==> config.mk <==
export PLATFORM = sky130hd
export DESIGN_NAME = hsv_mode_sequencer
export DESIGN_NICKNAME = d
export VERILOG_FILES = /design/src/rtl/hsv_pkg.sv /design/src/rtl/hsv_step_calc.sv /design/src/rtl/hsv_mode_sequencer.sv
export SDC_FILE = /design/constraint.sdc
export NUM_CORES = 1
export LEC_CHECK = 0
export BUFFER_PORTS_ARGS = -buffer_cell sky130_fd_sc_hd__buf_4
export CORE_MARGIN = 2
export CORE_UTILIZATION = 30
export DETAILED_ROUTE_END_ITERATION = 12
export GPL_ROUTABILITY_DRIVEN = 0
export MAX_ROUTING_LAYER = met4
export SLEW_MARGIN = 20
export SYNTH_ARGS = -nofsm -noshare
export SYNTH_HDL_FRONTEND = slang
export SYNTH_SLANG_ARGS = --single-unit
==> constraint.sdc <==
create_clock -name clk -period 5.9 [get_ports clk]
set_input_delay 1.18 -clock clk [delete_from_list [all_inputs] [get_ports clk]]
set_output_delay 1.18 -clock clk [all_outputs]
set_load 0.03 [all_outputs]
==> src/rtl/hsv_pkg.sv <==
// Shared constants, mode encodings, FSM state type and triple struct
// for the HSV mode sequencer.
package hsv_pkg;

    localparam int HUE_MAX   = 359;
    localparam int HUE_MOD   = 360;
    localparam int HUE_STEP  = 60;
    localparam int PCT_MAX   = 100;
    localparam int HUE_FIXED = 120;
    localparam int PASTEL    = 50;

    // Update rules selected by sost; codes 7..15 leave the triple unchanged.
    localparam logic [3:0] MODE_HUE_FIX = 4'd0;
    localparam logic [3:0] MODE_ROTATE  = 4'd1;
    localparam logic [3:0] MODE_HUE_INC = 4'd2;
    localparam logic [3:0] MODE_EXT_HUE = 4'd3;
    localparam logic [3:0] MODE_EXT_VAL = 4'd4;
    localparam logic [3:0] MODE_EXT_SAT = 4'd5;
    localparam logic [3:0] MODE_PASTEL  = 4'd6;

    typedef enum logic [1:0] {
        IDLE  = 2'd0,
        COUNT = 2'd1,
        APPLY = 2'd2,
        SEND  = 2'd3
    } state_t;

    typedef struct packed {
        logic [8:0] hue;
        logic [6:0] sat;
        logic [6:0] val;
    } hsv_t;

    // Saturating clamp of a 7-bit percentage input to 0..100.
    function automatic logic [6:0] clamp_pct(input logic [6:0] x);
        return (x > 7'(PCT_MAX)) ? 7'(PCT_MAX) : x;
    endfunction

endpackage

==> src/rtl/hsv_step_calc.sv <==
// Combinational next-triple calculation: applies the rule selected by the
// latched mode to the current triple, including hue wrap and input clamps.
module hsv_step_calc
    import hsv_pkg::*;
(
    input  logic [3:0] mode_q,
    input  logic [8:0] hue,
    input  logic [6:0] sat,
    input  logic [6:0] val,
    input  logic [8:0] h_in,
    input  logic [6:0] s_in,
    input  logic [6:0] v_in,
    output hsv_t       nxt
);

    // 10-bit sums so the wrap compare sees the carry past 511 never needed,
    // but values 360..419 are representable before subtraction.
    logic [9:0] hue_rot;
    logic [9:0] hue_inc;

    // Select the new triple; unlisted fields hold their current value.
    always_comb begin
        hue_rot = {1'b0, hue} + 10'(HUE_STEP);
        hue_inc = {1'b0, hue} + 10'd1;
        nxt.hue = hue;
        nxt.sat = sat;
        nxt.val = val;
        case (mode_q)
            MODE_HUE_FIX: nxt.hue = 9'(HUE_FIXED);
            MODE_ROTATE:  nxt.hue = (hue_rot >= 10'(HUE_MOD)) ? 9'(hue_rot - 10'(HUE_MOD))
                                                              : hue_rot[8:0];
            MODE_HUE_INC: nxt.hue = (hue_inc >= 10'(HUE_MOD)) ? 9'd0 : hue_inc[8:0];
            MODE_EXT_HUE: nxt.hue = (h_in > 9'(HUE_MAX)) ? 9'(HUE_MAX) : h_in;
            MODE_EXT_VAL: nxt.val = clamp_pct(v_in);
            MODE_EXT_SAT: nxt.sat = clamp_pct(s_in);
            MODE_PASTEL: begin
                nxt.sat = 7'(PASTEL);
                nxt.val = 7'(PASTEL);
            end
            default: ;
        endcase
    end

endmodule

==> src/rtl/hsv_mode_sequencer.sv <==
// Mode sequencer: holds the HSV triple, updates it on a fixed step period or
// immediately on a mode change, and offers each new triple downstream through
// a valid/ready handshake. The step counter only runs while waiting in COUNT,
// so a stalled converter stretches the period instead of dropping updates.
module hsv_mode_sequencer
    import hsv_pkg::*;
#(
    parameter int STEP_CYCLES = 10000000,
    parameter int HUE_INIT    = 120,
    parameter int PCT_INIT    = 100
) (
    input  logic       clk,
    input  logic       reset,
    input  logic [3:0] sost,
    input  logic [8:0] h_in,
    input  logic [6:0] s_in,
    input  logic [6:0] v_in,
    output logic [8:0] hue,
    output logic [6:0] sat,
    output logic [6:0] val,
    output logic       hsv_valid,
    input  logic       hsv_ready,
    output logic       mode_ack
);

    localparam int              CNT_W    = $clog2(STEP_CYCLES);
    localparam logic [CNT_W-1:0] CNT_LAST = CNT_W'(STEP_CYCLES - 1);

    state_t           state, state_nxt;
    logic [CNT_W-1:0] step_cnt, step_cnt_nxt;
    logic [3:0]       mode_q, mode_q_nxt;
    logic             mode_chg, mode_chg_nxt;
    logic             hsv_valid_nxt;
    logic             mode_ack_nxt;
    hsv_t             calc;

    hsv_step_calc u_calc (
        .mode_q (mode_q),
        .hue    (hue),
        .sat    (sat),
        .val    (val),
        .h_in   (h_in),
        .s_in   (s_in),
        .v_in   (v_in),
        .nxt    (calc)
    );

    // Next-state logic; a mode change takes priority over the period expiry.
    always_comb begin
        state_nxt    = state;
        step_cnt_nxt = step_cnt;
        mode_q_nxt   = mode_q;
        mode_chg_nxt = mode_chg;
        case (state)
            IDLE: state_nxt = APPLY;
            COUNT: begin
                if (sost != mode_q) begin
                    mode_q_nxt   = sost;
                    mode_chg_nxt = 1'b1;
                    step_cnt_nxt = '0;
                    state_nxt    = APPLY;
                end else if (step_cnt == CNT_LAST) begin
                    step_cnt_nxt = '0;
                    state_nxt    = APPLY;
                end else begin
                    step_cnt_nxt = step_cnt + CNT_W'(1);
                end
            end
            APPLY: begin
                mode_chg_nxt = 1'b0;
                state_nxt    = SEND;
            end
            SEND: begin
                if (hsv_valid && hsv_ready) begin
                    step_cnt_nxt = '0;
                    state_nxt    = COUNT;
                end
            end
            default: state_nxt = IDLE;
        endcase
        // Outputs are registered from the next state so they line up with it.
        hsv_valid_nxt = (state_nxt == SEND);
        mode_ack_nxt  = (state_nxt == APPLY) && mode_chg_nxt;
    end

    // State, counter, mode latch and handshake/ack registers.
    always_ff @(posedge clk or posedge reset) begin
        if (reset) begin
            state     <= IDLE;
            step_cnt  <= '0;
            mode_q    <= MODE_HUE_FIX;
            mode_chg  <= 1'b0;
            hsv_valid <= 1'b0;
            mode_ack  <= 1'b0;
        end else begin
            state     <= state_nxt;
            step_cnt  <= step_cnt_nxt;
            mode_q    <= mode_q_nxt;
            mode_chg  <= mode_chg_nxt;
            hsv_valid <= hsv_valid_nxt;
            mode_ack  <= mode_ack_nxt;
        end
    end

    // Triple registers change only in APPLY, so they are stable through SEND.
    always_ff @(posedge clk or posedge reset) begin
        if (reset) begin
            hue <= 9'(HUE_INIT);
            sat <= 7'(PCT_INIT);
            val <= 7'(PCT_INIT);
        end else if (state == APPLY) begin
            hue <= calc.hue;
            sat <= calc.sat;
            val <= calc.val;
        end
    end

endmodule

Word level (Yosys, flattened, before mapping) --
Cells that the tools add are included.
Storage, ports and cells: register bits 56, bits of input ports 30, output and inout bits 25, word-level logic and storage cells 63
Operators by class: add/subtract/negate cells 4, $lt $le $gt $ge 5, equal/unequal tests 14, mux-type cells 18, reductions and logical operators 13
Operators with widths (number):
- 24-bit 2-to-1 mux | 3
- 24-bit case mux with 2 select lines | 1
- 9-bit case mux with 4 select lines | 1
- 7-bit case mux with 2 select lines | 2
- 9-bit 2-to-1 mux | 3
- 24-bit by 1-bit adder with 24-bit output (second input constant) | 1
- 24-bit equality test (second input constant) | 1
- 10-bit by 9-bit greater-or-equal comparator with 1-bit output (second input constant) | 2
- 7-bit > comparator (second input constant) | 2
- 7-bit 2-to-1 mux | 2
- 4-bit by 3-bit equality test with 1-bit output (second input constant) | 3
- 9-bit by 1-bit adder with 10-bit output (second input constant) | 1
- 9-bit by 6-bit adder with 10-bit output (second input constant) | 1
- 2-bit AND reduction | 5
- 9-bit > comparator (second input constant) | 1
- 9-bit subtractor (second input constant) | 1
- 2-bit equality test (second input constant) | 4
- 4-bit by 2-bit equality test with 1-bit output (second input constant) | 2
- 2-bit case mux with 4 select lines | 1
- 2-bit 2-to-1 mux | 3
- 2-bit nonzero test | 3
- 4-bit by 1-bit equality test with 1-bit output (second input constant) | 1
- 4-bit zero test | 1
- 4-bit != test | 1
- other kinds (7) | 8

Longest topological paths before layout --
depth after elaboration 6, mapped depth 11

Modules after synthesis --
A second synthesis with hierarchy kept.
Unflattened totals: cell total of the unflattened synthesis 487, area, all modules 4274.1 µm²
By module, submodules not included:
- hsv_mode_sequencer | times used 1, cells each 242, area an instance 2730.1 µm², seq. area each 1413.9 µm²
- hsv_step_calc | times used 1, cells each 245, area an instance 1544.0 µm², seq. area each 0.0 µm²

Worst setup path before layout --
No wires, ideal clock.
path type reg-to-reg, start reg hue[3], end reg hue[3], setup time 91 ps, arrival 2733 ps, data required time 5809 ps, setup slack 3076 ps, cell stages (with the launch flop) 11, buffers on the path 1, cells stage by stage dfstp_2 -> clkbuf_1 -> inv_1 -> ha_1 -> xor2_1 -> o221ai_2 -> a22oi_2 -> a221oi_4 -> xnor2_1 -> a2111oi_2 -> a211oi_1
On the way: cells in the longest elaborated chain, start to end 4, elaborated cells between the ends (all ways) 8, those cells by class 3 x add/sub; 2 x order compare; 3 x mux
RTL lines:
- start: declaration | line hsv_mode_sequencer.sv:18 | output logic [8:0] hue,
- start signal: assignment | line hsv_mode_sequencer.sv:108 | hue <= 9'(HUE_INIT);
- start signal: assignment | line hsv_mode_sequencer.sv:112 | hue <= calc.hue;
- 9-bit by 6-bit adder with 10-bit output / 9-bit by 1-bit adder with 10-bit output (equally long branches) | line hsv_step_calc.sv:23, hsv_step_calc.sv:24
- 9-bit subtractor (tied with other cells) | line hsv_step_calc.sv:30 | MODE_ROTATE: nxt.hue = (hue_rot >= 10'(HUE_MOD)) ? 9'(hue_rot - 10'(HUE_MOD))
- 9-bit 2-to-1 mux, on equally long branches | line hsv_step_calc.sv:30, hsv_step_calc.sv:32
- 9-bit case mux with 4 select lines * | line hsv_step_calc.sv:28 | case (mode_q)
Mark *: on every way between the ends. The rest lies on a longest branch, timed or not. A chain may end at the register's enable or synchronous reset.

Final worst setup path --
start reg hue[2], end reg hue[5]
The elaborated chain is that of the path after synthesis.

==> results.md <==
* Status: complete, no violations
* First-pass GRT wire length at 15.41 mm
* Initial Util at 30.88%
* Post-synthesis sequential area ratio at 37.96%
* Final Hold Fails at 0
* Max VDD drop at 122.1 uV
* RSZ-0062 raised after global routing: no
* Remaining antenna violation count after routing at 0
* Worst-skew pair later-pin latency at 0.31 ns
* Fmax achieved at 340.6 MHz
* I/O Pins at 55
* Diode count at 0
* Final Max Slew Viols at 0
* Largest net degree at the start of global routing at 57
* Netlist cell types at 63
* Worst reg2reg path depth at 9
* # DRC at 0
* Clock Skews at 0.01194 ns
* Flops & latches, synth at 56
* CTS Root Cell: clkbuf_16
* Main combinational cell family by area after synthesis: simple AND/OR/NAND/NOR gates
* # rows at 40
* Portion of netlist area occupied by mux cells at 2.586%
* Syn. warnings at 0
* Total CTS buffers at 5
* CP peak stage delay at 0.52 ns
* Worst hold path class: flip-flop to flip-flop
* P_leak at 1.818 nW
* CTS H-tree lvls at 2
* DR iter-0 viols at 150
* Endpoint class of the critical path: flip-flop
* Clock tree buffer depth at 2
* Commonest non-fill, non-tap cell in the layout: nand2_1
* Clock transition at path regs at 0.08 ns
* Antenna violations before repair at 0
* Post-synth EDFFs at 0
* Mean area per synthesized cell at 8.333 sq um
* Hold buffers post-CTS at 0
* # nets final at 528
* Cell area after synthesis at 3725 sq um
* CORE AREA at 12060 sq um
* CP bufs+invs at 1
* Total grt overflow at 0
* Post-synthesis adder-cell area fraction at 3.695%
* Core Util, Final at 36.42%
* WP depth at 9
* DP Worst Slack at 2.728 ns
* Synth Area in Compound Gates at 20.66%
* Crit Path Max Fanout at 12
* Setup bufs post-CTS at 0
* Critical-path top delay cell: dfrtp_1
* Post-Synth Simple-Gate Area at 25.19%
* Worst EP arrival at 3.17 ns
* Area of the multi-input gates at 2143 sq um
* CTS tree: built
* Total Routing Usage GR at 14.62%
* Vias per cell at 5.140
* Hold Crit Depth at 2
* CTS resizes at 0
* Max-Cap Viols at 0
* Routed len/inst at 14.28 microns
* Layout area overhead at 17.94%
* Ys flop type: dfrtp_1
* Slew margin rel. at 38.28%
* Startpoint Class: flip-flop
* Syn_nets at 488
* Drt pass-1 iters at 4
* Worst-path cell chain: inv_1 -> ha_1 -> or3b_1 -> o221ai_2 -> a22oi_2 -> a221oi_4 -> o21ai_0 -> or2_2 -> a2bb2oi_1
* IO Port Bufs at 54
* Most frequent cells in the layout: nand2_1 (58), buf_4 (55), o21ai_0 (49), nor2_1 (48), dfrtp_1 (46)
* Die width at 115.4 microns
* Vias in the first global route at 3276
* Post-route minimum period at 2.936 ns
* Vert. Die Dim at 115.4 microns
* Xor-xnor portion of the synthesized cell area at 5.408%
* Final WS setup at 2.964 ns
* Worst-Margin Slew at 0.9133 ns
* Top delay family on crit path: compound AO/OA/AOI/OAI gates
* Power Dens Cells at 450.6 nW/um^2
* Filler instances at 1245
* Worst setup path category: flip-flop to flip-flop
* Die area at 13320 sq um
* WL final at 9.370 mm
* Vias at 3372
* CTS sink count at 56
* CP required at 6.14 ns
* Layout cells sized above 1 at 17.62%
* HPWL Detailed at 6.877 mm
* Setup TNS Final at 0 ns
* Register area at 1414 sq um
* Post-Synthesis Cells at 447
* Post-synth ARST share at 100.0%
* Period Utilization, post-route at 49.76%
* Setup Viol. Count Final at 0
[routing by layer]
layer | global-route usage [%] | vias to the layer above | part of all wire, %
met5 | - | - | 0
met4 | 4.980 | 0 | 1.2
met3 | 2.824 | 13 | 4.4
met2 | 23.39 | 71 | 49
met1 | 18.56 | 1609 | 45
li1 | - | 1679 | -
[power breakdown]
| part | internal (W) | switching, W | leakage [nW] |
|---|---|---|---|
| clock network | 0.000158 | 0.000139 | 0.0679 |
| registers | 0.000514 | 0.000187 | 0.712 |
| logic | 0.000400 | 0.000581 | 1.04 |
[through the flow]
step / instance area, sq um / hold slack [ns] / std cells / total power, W
after floorplan: 3725 / 0.4426 / 447 / 0.001400
after global placement: 4255 / 0.4469 / 648 / 0.001667
after detailed placement: 4255 / 0.4508 / 648 / 0.001691
after CTS: 4393 / 0.4605 / 656 / 0.001996
after global routing: 4393 / 0.4790 / 656 / 0.002131
final: 4393 / 0.4578 / 656 / 0.001979
[cells by family (layout without fill, tap and decap cells)]
logic type / count (synthesis) / count (layout)
muxes: 9 / 9
buffers and inverters: 42 / 83
and+or+nand+nor: 188 / 188
xor gates and xnor gates: 23 / 23
DFF: 56 / 56
AOI/OAI and AO/OA: 118 / 118
adders and majority gates: 11 / 11
[worst register-to-register path: cells and delay by family, from the launching register on]
family / cells / cell delay (ns)
AO/OA/AOI/OAI: 5 / 1.02
AND/OR/NAND/NOR: 2 / 0.80
flip-flops: 1 / 0.52
adder cells (fa/ha/maj): 1 / 0.35
buffers and inverters: 1 / 0.17
[flip-flops by register name (all words and copies together), names as in the netlist]
name and cells:
hsv_valid 1, step_cnt 24, val 7, mode_chg 1, mode_ack 1, state 2, mode_q 4, hue 9
sat 7
[synth_stat cells, drive strengths merged (5+ instances only)]
cell type  count  area share, %
nand3         15            2.0
nand4          6            1.0
nand2b         5           0.84
nor2          49            5.1
nand2         58            5.8
mux2           5            1.5
o21ai         49            6.6
nor3           8            1.1
dfstp         10            7.1
or3            7            1.2
o31ai          7            1.4
clkbuf        17            1.7
a22o           5            1.2
dfrtp         46             31
a21oi         21            2.8
inv           19            1.9
xnor2         14            3.3
and3           5           0.84
xor2           9            2.1
buf            5           0.77
ha            11            3.7
[area by class of cell]
type	count	area share (%)
Clock buffer	7	3.019
Timing Repair Buffer	55	9.399
Inverter	20	1.709
Tap cell	168	4.785
Multi-Input combinational cell	349	48.79
Clock inverter	1	0.1139
Sequential cell	56	32.18
[path summary, 6_finish.rpt]
check	start	endpoint	slack [ns]
worst max-delay path	hue[2]	hue[5]	2.96
max in group asynchronous	reset	hsv_valid	4.36
worst max register to register	hue[2]	hue[5]	2.96
min in group asynchronous	reset	step_cnt[4]	1.09
worst min-delay path	val[6]	val[6]	0.46
worst min register to register	val[6]	val[6]	0.46
Note: power is estimated with default switching activity, not from simulation.
